**src/rtl/eth_pkg.sv**
```systemverilog
// Shared constants, FSM state type and a saturating increment for the
// Ethernet RX classifier.
package eth_pkg;

  localparam logic [15:0] ETYPE_IPV4 = 16'h0800;
  localparam logic [15:0] ETYPE_ARP  = 16'h0806;
  localparam logic [47:0] MAC_BCAST  = 48'hFFFF_FFFF_FFFF;

  typedef enum logic [2:0] {HDR, FWD_IP, FWD_ARP, ARP_TAIL, DROP} eth_rx_state_t;

  function automatic logic [15:0] sat_inc(input logic [15:0] v);
    return (v == 16'hFFFF) ? v : v + 16'd1;
  endfunction

endpackage

```
**src/rtl/axis_out_reg.sv**
```systemverilog
// One-entry valid/ready register slice. It accepts a new beat whenever it is
// empty or draining in the same cycle, so it sustains 1 beat/cycle.
module axis_out_reg #(
  parameter int W = 32
) (
  input  logic         clk,
  input  logic         rst,
  input  logic [W-1:0] in_data_i,
  input  logic         in_valid_i,
  output logic         in_ready_o,
  output logic [W-1:0] out_data_o,
  output logic         out_valid_o,
  input  logic         out_ready_i
);

  logic [W-1:0] data_q;
  logic         valid_q;

  assign in_ready_o  = !valid_q || out_ready_i;
  assign out_data_o  = data_q;
  assign out_valid_o = valid_q;

  always_ff @(posedge clk) begin
    if (rst) begin
      data_q  <= '0;
      valid_q <= 1'b0;
    end else if (in_ready_o) begin
      valid_q <= in_valid_i;
      if (in_valid_i) data_q <= in_data_i;
    end
  end

endmodule

```
**src/rtl/eth_rx_classifier.sv**
```systemverilog
// Ethernet RX classifier: parses the padded L2 header, filters on dst MAC and
// steers IPv4 / ARP payload. Define ETH_RX_STATS_EN to build the counters.
module eth_rx_classifier
  import eth_pkg::*;
#(
  parameter bit BCAST_ACCEPT = 1'b1,
  parameter int ARP_WORDS    = 7
) (
  input  logic        clk,
  input  logic        rst,
  input  logic [31:0] s_axis_tdata,
  input  logic        s_axis_tvalid,
  output logic        s_axis_tready,
  input  logic        s_axis_tlast,
  input  logic [3:0]  s_axis_tkeep,
  input  logic [47:0] i_local_mac,
  output logic [31:0] m_axis_tdata,
  output logic        m_axis_tvalid,
  input  logic        m_axis_tready,
  output logic        m_axis_tlast,
  output logic [3:0]  m_axis_tkeep,
  output logic        m_axis_tuser,
  output logic [31:0] o_arp_data,
  output logic        o_arp_valid,
  input  logic        i_arp_ready,
  output logic        o_arp_last,
  output logic [15:0] o_cnt_rx,
  output logic [15:0] o_cnt_arp,
  output logic [15:0] o_cnt_ip,
  output logic [15:0] o_cnt_drop
);

  localparam int             AW           = $clog2(ARP_WORDS + 1);
  localparam logic [AW-1:0]  ARP_LAST_IDX = AW'(ARP_WORDS - 1);
  localparam logic [AW-1:0]  ACNT_ONE     = AW'(1);

  eth_rx_state_t  state_q, state_d;
  logic [1:0]     wcnt_q;
  logic [AW-1:0]  acnt_q;
  logic [15:0]    dst_hi_q;
  logic [31:0]    dst_lo_q;

  logic beat, mac_ok, ip_rdy, arp_rdy, ip_load, arp_load, arp_last;

  assign beat   = s_axis_tvalid && s_axis_tready;
  assign mac_ok = ({dst_hi_q, dst_lo_q} == i_local_mac) ||
                  (BCAST_ACCEPT && ({dst_hi_q, dst_lo_q} == MAC_BCAST));

  always_ff @(posedge clk) begin
    if (rst) state_q <= HDR;
    else     state_q <= state_d;
  end

  // W3 is decided on the fly against the latched dst; tlast on any header word is a runt.
  always_comb begin
    state_d = state_q;
    case (state_q)
      HDR:
        if (beat && !s_axis_tlast && wcnt_q == 2'd3) begin
          if (mac_ok && s_axis_tdata[15:0] == ETYPE_IPV4)     state_d = FWD_IP;
          else if (mac_ok && s_axis_tdata[15:0] == ETYPE_ARP) state_d = FWD_ARP;
          else                                                state_d = DROP;
        end
      FWD_IP:
        if (beat && s_axis_tlast) state_d = HDR;
      FWD_ARP:
        if (beat) begin
          if (s_axis_tlast)                state_d = HDR;
          else if (acnt_q == ARP_LAST_IDX) state_d = ARP_TAIL;
        end
      default:
        if (beat && s_axis_tlast) state_d = HDR;
    endcase
  end

  always_comb begin
    s_axis_tready = 1'b1;
    ip_load       = 1'b0;
    arp_load      = 1'b0;
    arp_last      = 1'b0;
    case (state_q)
      FWD_IP: begin
        s_axis_tready = ip_rdy;
        ip_load       = s_axis_tvalid && ip_rdy;
      end
      FWD_ARP: begin
        s_axis_tready = arp_rdy;
        arp_load      = s_axis_tvalid && arp_rdy;
        arp_last      = s_axis_tlast || (acnt_q == ARP_LAST_IDX);
      end
      default: ;
    endcase
  end

  // wcnt wraps 3->0 as the FSM leaves HDR, so it is already clear for the next frame.
  always_ff @(posedge clk) begin
    if (rst) begin
      wcnt_q   <= 2'd0;
      acnt_q   <= '0;
      dst_hi_q <= '0;
      dst_lo_q <= '0;
    end else begin
      if (beat && state_q == HDR) begin
        wcnt_q <= s_axis_tlast ? 2'd0 : wcnt_q + 2'd1;
        if (wcnt_q == 2'd0) dst_hi_q <= s_axis_tdata[15:0];
        if (wcnt_q == 2'd1) dst_lo_q <= s_axis_tdata;
      end
      if (arp_load) acnt_q <= arp_last ? '0 : acnt_q + ACNT_ONE;
    end
  end

  axis_out_reg #(.W(38)) u_ip_out (
    .clk        (clk),
    .rst        (rst),
    .in_data_i  ({s_axis_tdata, s_axis_tlast, s_axis_tkeep, dst_hi_q[8]}),
    .in_valid_i (ip_load),
    .in_ready_o (ip_rdy),
    .out_data_o ({m_axis_tdata, m_axis_tlast, m_axis_tkeep, m_axis_tuser}),
    .out_valid_o(m_axis_tvalid),
    .out_ready_i(m_axis_tready)
  );

  axis_out_reg #(.W(33)) u_arp_out (
    .clk        (clk),
    .rst        (rst),
    .in_data_i  ({s_axis_tdata, arp_last}),
    .in_valid_i (arp_load),
    .in_ready_o (arp_rdy),
    .out_data_o ({o_arp_data, o_arp_last}),
    .out_valid_o(o_arp_valid),
    .out_ready_i(i_arp_ready)
  );

`ifdef ETH_RX_STATS_EN
  logic [15:0] cnt_rx_q, cnt_arp_q, cnt_ip_q, cnt_drop_q;
  logic        hdr_beat, runt, decide;

  assign hdr_beat = beat && state_q == HDR;
  assign runt     = hdr_beat && s_axis_tlast;
  assign decide   = hdr_beat && !s_axis_tlast && wcnt_q == 2'd3;

  always_ff @(posedge clk) begin
    if (rst) begin
      cnt_rx_q   <= '0;
      cnt_arp_q  <= '0;
      cnt_ip_q   <= '0;
      cnt_drop_q <= '0;
    end else begin
      if (beat && s_axis_tlast)                         cnt_rx_q   <= sat_inc(cnt_rx_q);
      if (decide && state_d == FWD_IP)                  cnt_ip_q   <= sat_inc(cnt_ip_q);
      if (decide && state_d == FWD_ARP)                 cnt_arp_q  <= sat_inc(cnt_arp_q);
      if (runt || (decide && state_d == DROP))          cnt_drop_q <= sat_inc(cnt_drop_q);
    end
  end

  assign o_cnt_rx   = cnt_rx_q;
  assign o_cnt_arp  = cnt_arp_q;
  assign o_cnt_ip   = cnt_ip_q;
  assign o_cnt_drop = cnt_drop_q;
`else
  assign o_cnt_rx   = 16'h0;
  assign o_cnt_arp  = 16'h0;
  assign o_cnt_ip   = 16'h0;
  assign o_cnt_drop = 16'h0;
`endif

endmodule

```
**config.mk**
```make
export PLATFORM = sky130hd
export DESIGN_NAME = eth_rx_classifier
export DESIGN_NICKNAME = d
export VERILOG_FILES = /design/src/rtl/eth_pkg.sv /design/src/rtl/axis_out_reg.sv /design/src/rtl/eth_rx_classifier.sv
export SDC_FILE = /design/constraint.sdc
export NUM_CORES = 1
export LEC_CHECK = 0
export ABC_AREA = 1
export CORE_MARGIN = 2
export CORE_UTILIZATION = 30
export CTS_CLUSTER_DIAMETER = 120
export CTS_CLUSTER_SIZE = 8
export DETAILED_ROUTE_END_ITERATION = 8
export PLACE_DENSITY = 0.58
export SLEW_MARGIN = 30
export SYNTH_ARGS = -nofsm -noshare
export SYNTH_HDL_FRONTEND = slang
export SYNTH_SLANG_ARGS = --single-unit
```
**constraint.sdc**
```tcl
create_clock -name clk -period 1.8 [get_ports clk]
set_clock_uncertainty 0.05 [all_clocks]
set_input_delay 0.27 -clock clk [delete_from_list [all_inputs] [get_ports clk]]
set_output_delay 0.27 -clock clk [all_outputs]
set_load 0.005 [all_outputs]
```
==> results.toml <==
[hold_path]
worst_hold_path.endpoint = "u_ip_out.out_data_o[3]"
worstHoldStart = "s_axis_tkeep[2]"
min_path_cells = 3
min_path_type = "input port to flip-flop"

[critical_path]
slowest_stage = "dfxtp_4"
reg2reg_from = "state_q[0]"
regToRegSetupSlack_ns = 0.15
path_cells = "inv_2, nor3_4, nand2_2, nand2_1, inv_1, o21ai_2, buf_2"
regToRegEndpoint = "state_q[1]"
max_stage_delay_ns = 0.38
worst_path_dominant_cell_family = "flip-flops"
end_kind = "output pin"
cp-startpoint = "state_q[0]"
critPathLaunchType = "flip-flop"
cp_max_fo = 4
crit_arrival_ns = 1.41
worst-path-buf-inv = 3
rr_worst_depth = 12
cp.required_ns = 1.48
worstSetupPathType = "flip-flop to output pin"

[flow_run]
drv_cap = 0

[die]
die_y_um = 145
core_mm2 = 0.0195
die-width_um = 145
rows = 51
dieArea_mm2 = 0.0210
ioPinCount = 228
initial_core_util = 0.306

[logic_synthesis]
ys_types = 30
synth.most_common_cell = "dfxtp_1"
yosys_register_bits = 129
synth_area_per_cell_um2 = 7.47
synthTopCellsByCount = "dfxtp_1 (129), nor2_1 (119), o21ai_0 (116)"
synthCells = 796
netlist_area_mm2 = 0.00595
synth-main-ff-cell = "dfxtp_1"
synthTopCellsByArea = "dfxtp_1 (43%), o21ai_0 (9.8%), buf_4 (8.1%)"
ys_warn_count = 0
ys_async_sr_fraction = 0
synth.top_cell.area_share = 0.434
ys_seq_area_frac = 0.434
synth_edf_count = 0
synth_top_area_cell = "dfxtp_1"

[drt]
drt_first_pass_iters = 4
wl_met1_mm = 8.03
wirelength_mm = 17.9
post_drt_via_cell_ratio = 4.33
first_iter_violations = 212
drtAntennaViolNets = 0
dr_wl_met3_mm = 1.40
dr_total_vias = 5502
wl_met2_mm = 8.19
drc_errors = 0
wl_per_cell_um = 14.1
highest_layer = "met4"

[power]
ir_drop_uv = 658
power_density_mw_per_mm2 = 854
power.total_mw = 7.35
leakage_nw = 3.56

[placed_design]
dp.final_hpwl_mm = 13.7
gp_congestion = 0.782
place_area_mm2 = 0.00801
portBuffers = 163

[timing]
hold_slack_ns = 0.385
finalSetupViolCount = 0
min_period_ns = 1.73
grt_setup_unrepaired = "yes"
slew_violations = 0
final.period_utilization = 0.964
fmax_ghz = 0.576
hold_violations = 0

[outcome]
run_status = "finished clean"

[clock_tree]
clock_path_buffers = 2
cts_root_buf = "clkbuf_16"
htree_levels = 4
cts_hold_buffers = 0
path_clk_slew_ns = 0.06
clkLatencyLatePin_ns = 0.42
numCtsBuffers = 17
clock-sinks = 129
cts_tree = "done"
cts_setup_buffers = 0

[layout]
nNetsFinal = 1088
fillers = 1973
drive_gt1_frac = 0.0995
regArea_mm2 = 0.00259
finalInstanceArea_mm2 = 0.00860
syn2layout_area_growth_pct = 44.6
multi_input_area_mm2 = 0.00274
antennaDiodeCount = 0

[global_route]
grt_pass1_wl_mm = 27.6
grt_pass1_vias = 5134
grt_max_degree = 35
grt_use_total = 0.174
globalRoute.totalOverflow = 0
grt_antenna_before_repair = 0
timing repair:
item                       CTS  global route
pin swaps                    1             2
setup endpoints to repair    1             1
hold endpoints to repair     0             0
gates resized for setup      9             2
final cells by class:
cell class,instances,share of cell area
flip-flops and latches,129,0.301
multi-input cells,565,0.319
repair buffers,215,0.246
well taps,265,0.0386
clock buffers,23,0.0544
clock inverters,8,0.0122
inverters,65,0.0287
worst max-delay path by stage:
stage                    end  slack [ns]  depth (start not counted)
3_5_place_dp   s_axis_tready       -0.14                          8
2_1_floorplan     state_q[0]        0.26                         11
6_report       s_axis_tready        0.07                          7
5_1_grt        s_axis_tready       -0.03                          7
4_1_cts        s_axis_tready        0.01                          7
3_3_place_gp   s_axis_tready       -0.13                          8
worst min-delay path, stage by stage:
cell and delay [ns]:
clkdlybuf4s50_1 0.39, nor2_1 0.10, nor2_1 0.05
power breakdown:
part	internal (mW)	switching (mW)
sequential	2.98	0.108
clock	2.11	1.26
combinational	0.464	0.429
sequential cells by signal (all words and copies together) (netlist names), 2 cells and up:
name / flops
dst_hi_q: 16
u_ip_out.out_data_o: 38
u_arp_out.out_data_o: 33
state_q: 3
dst_lo_q: 32
acnt_q: 3
wcnt_q: 2
stage by stage:
stage	std cells	worst slack, ns	util	setup TNS (ns)
floorplan	859	0.265	-	0
global placement	1239	-0.128	0.412	-0.422
detailed placement	1239	-0.137	0.412	-0.641
CTS	1270	0.0137	0.442	0
global route	1270	-0.0272	0.442	-0.0272
finish	1270	0.0651	0.442	0
metal layers:
metal / global-route usage / vias up
met3: 0.0536 / 19
met2: 0.282 / 185
li1: - / 2841
met1: 0.223 / 2457
met4: 0.0491 / 0
met5: 0 / -
cells in the final DEF, fill, tap and decap left out, types with 5 or more instances in the layout:
master,n
clkbuf_16,17
xnor2_1,36
clkdlybuf4s50_1,162
nand3_1,6
nand4_1,16
inv_1,61
nor3_1,9
buf_12,8
a21oi_1,79
nor2_1,119
nand2_1,94
buf_4,44
dfxtp_1,126
conb_1,64
ha_1,5
o21ai_0,116
kinds of logic (layout without fill, tap and decap cells):
kind of cell / after synthesis / after routing / synth area share
AOI/OAI and AO/OA: 205 / 205 / 0.176
adders and majority gates: 5 / 5 / 0.0105
and+or+nand+nor: 255 / 255 / 0.179
other: 1 / 64 / 0.000631
DFF: 129 / 129 / 0.434
buffers and inverters: 165 / 311 / 0.147
xor gates and xnor gates: 36 / 36 / 0.0530
Power figures use the tool's default switching activity.
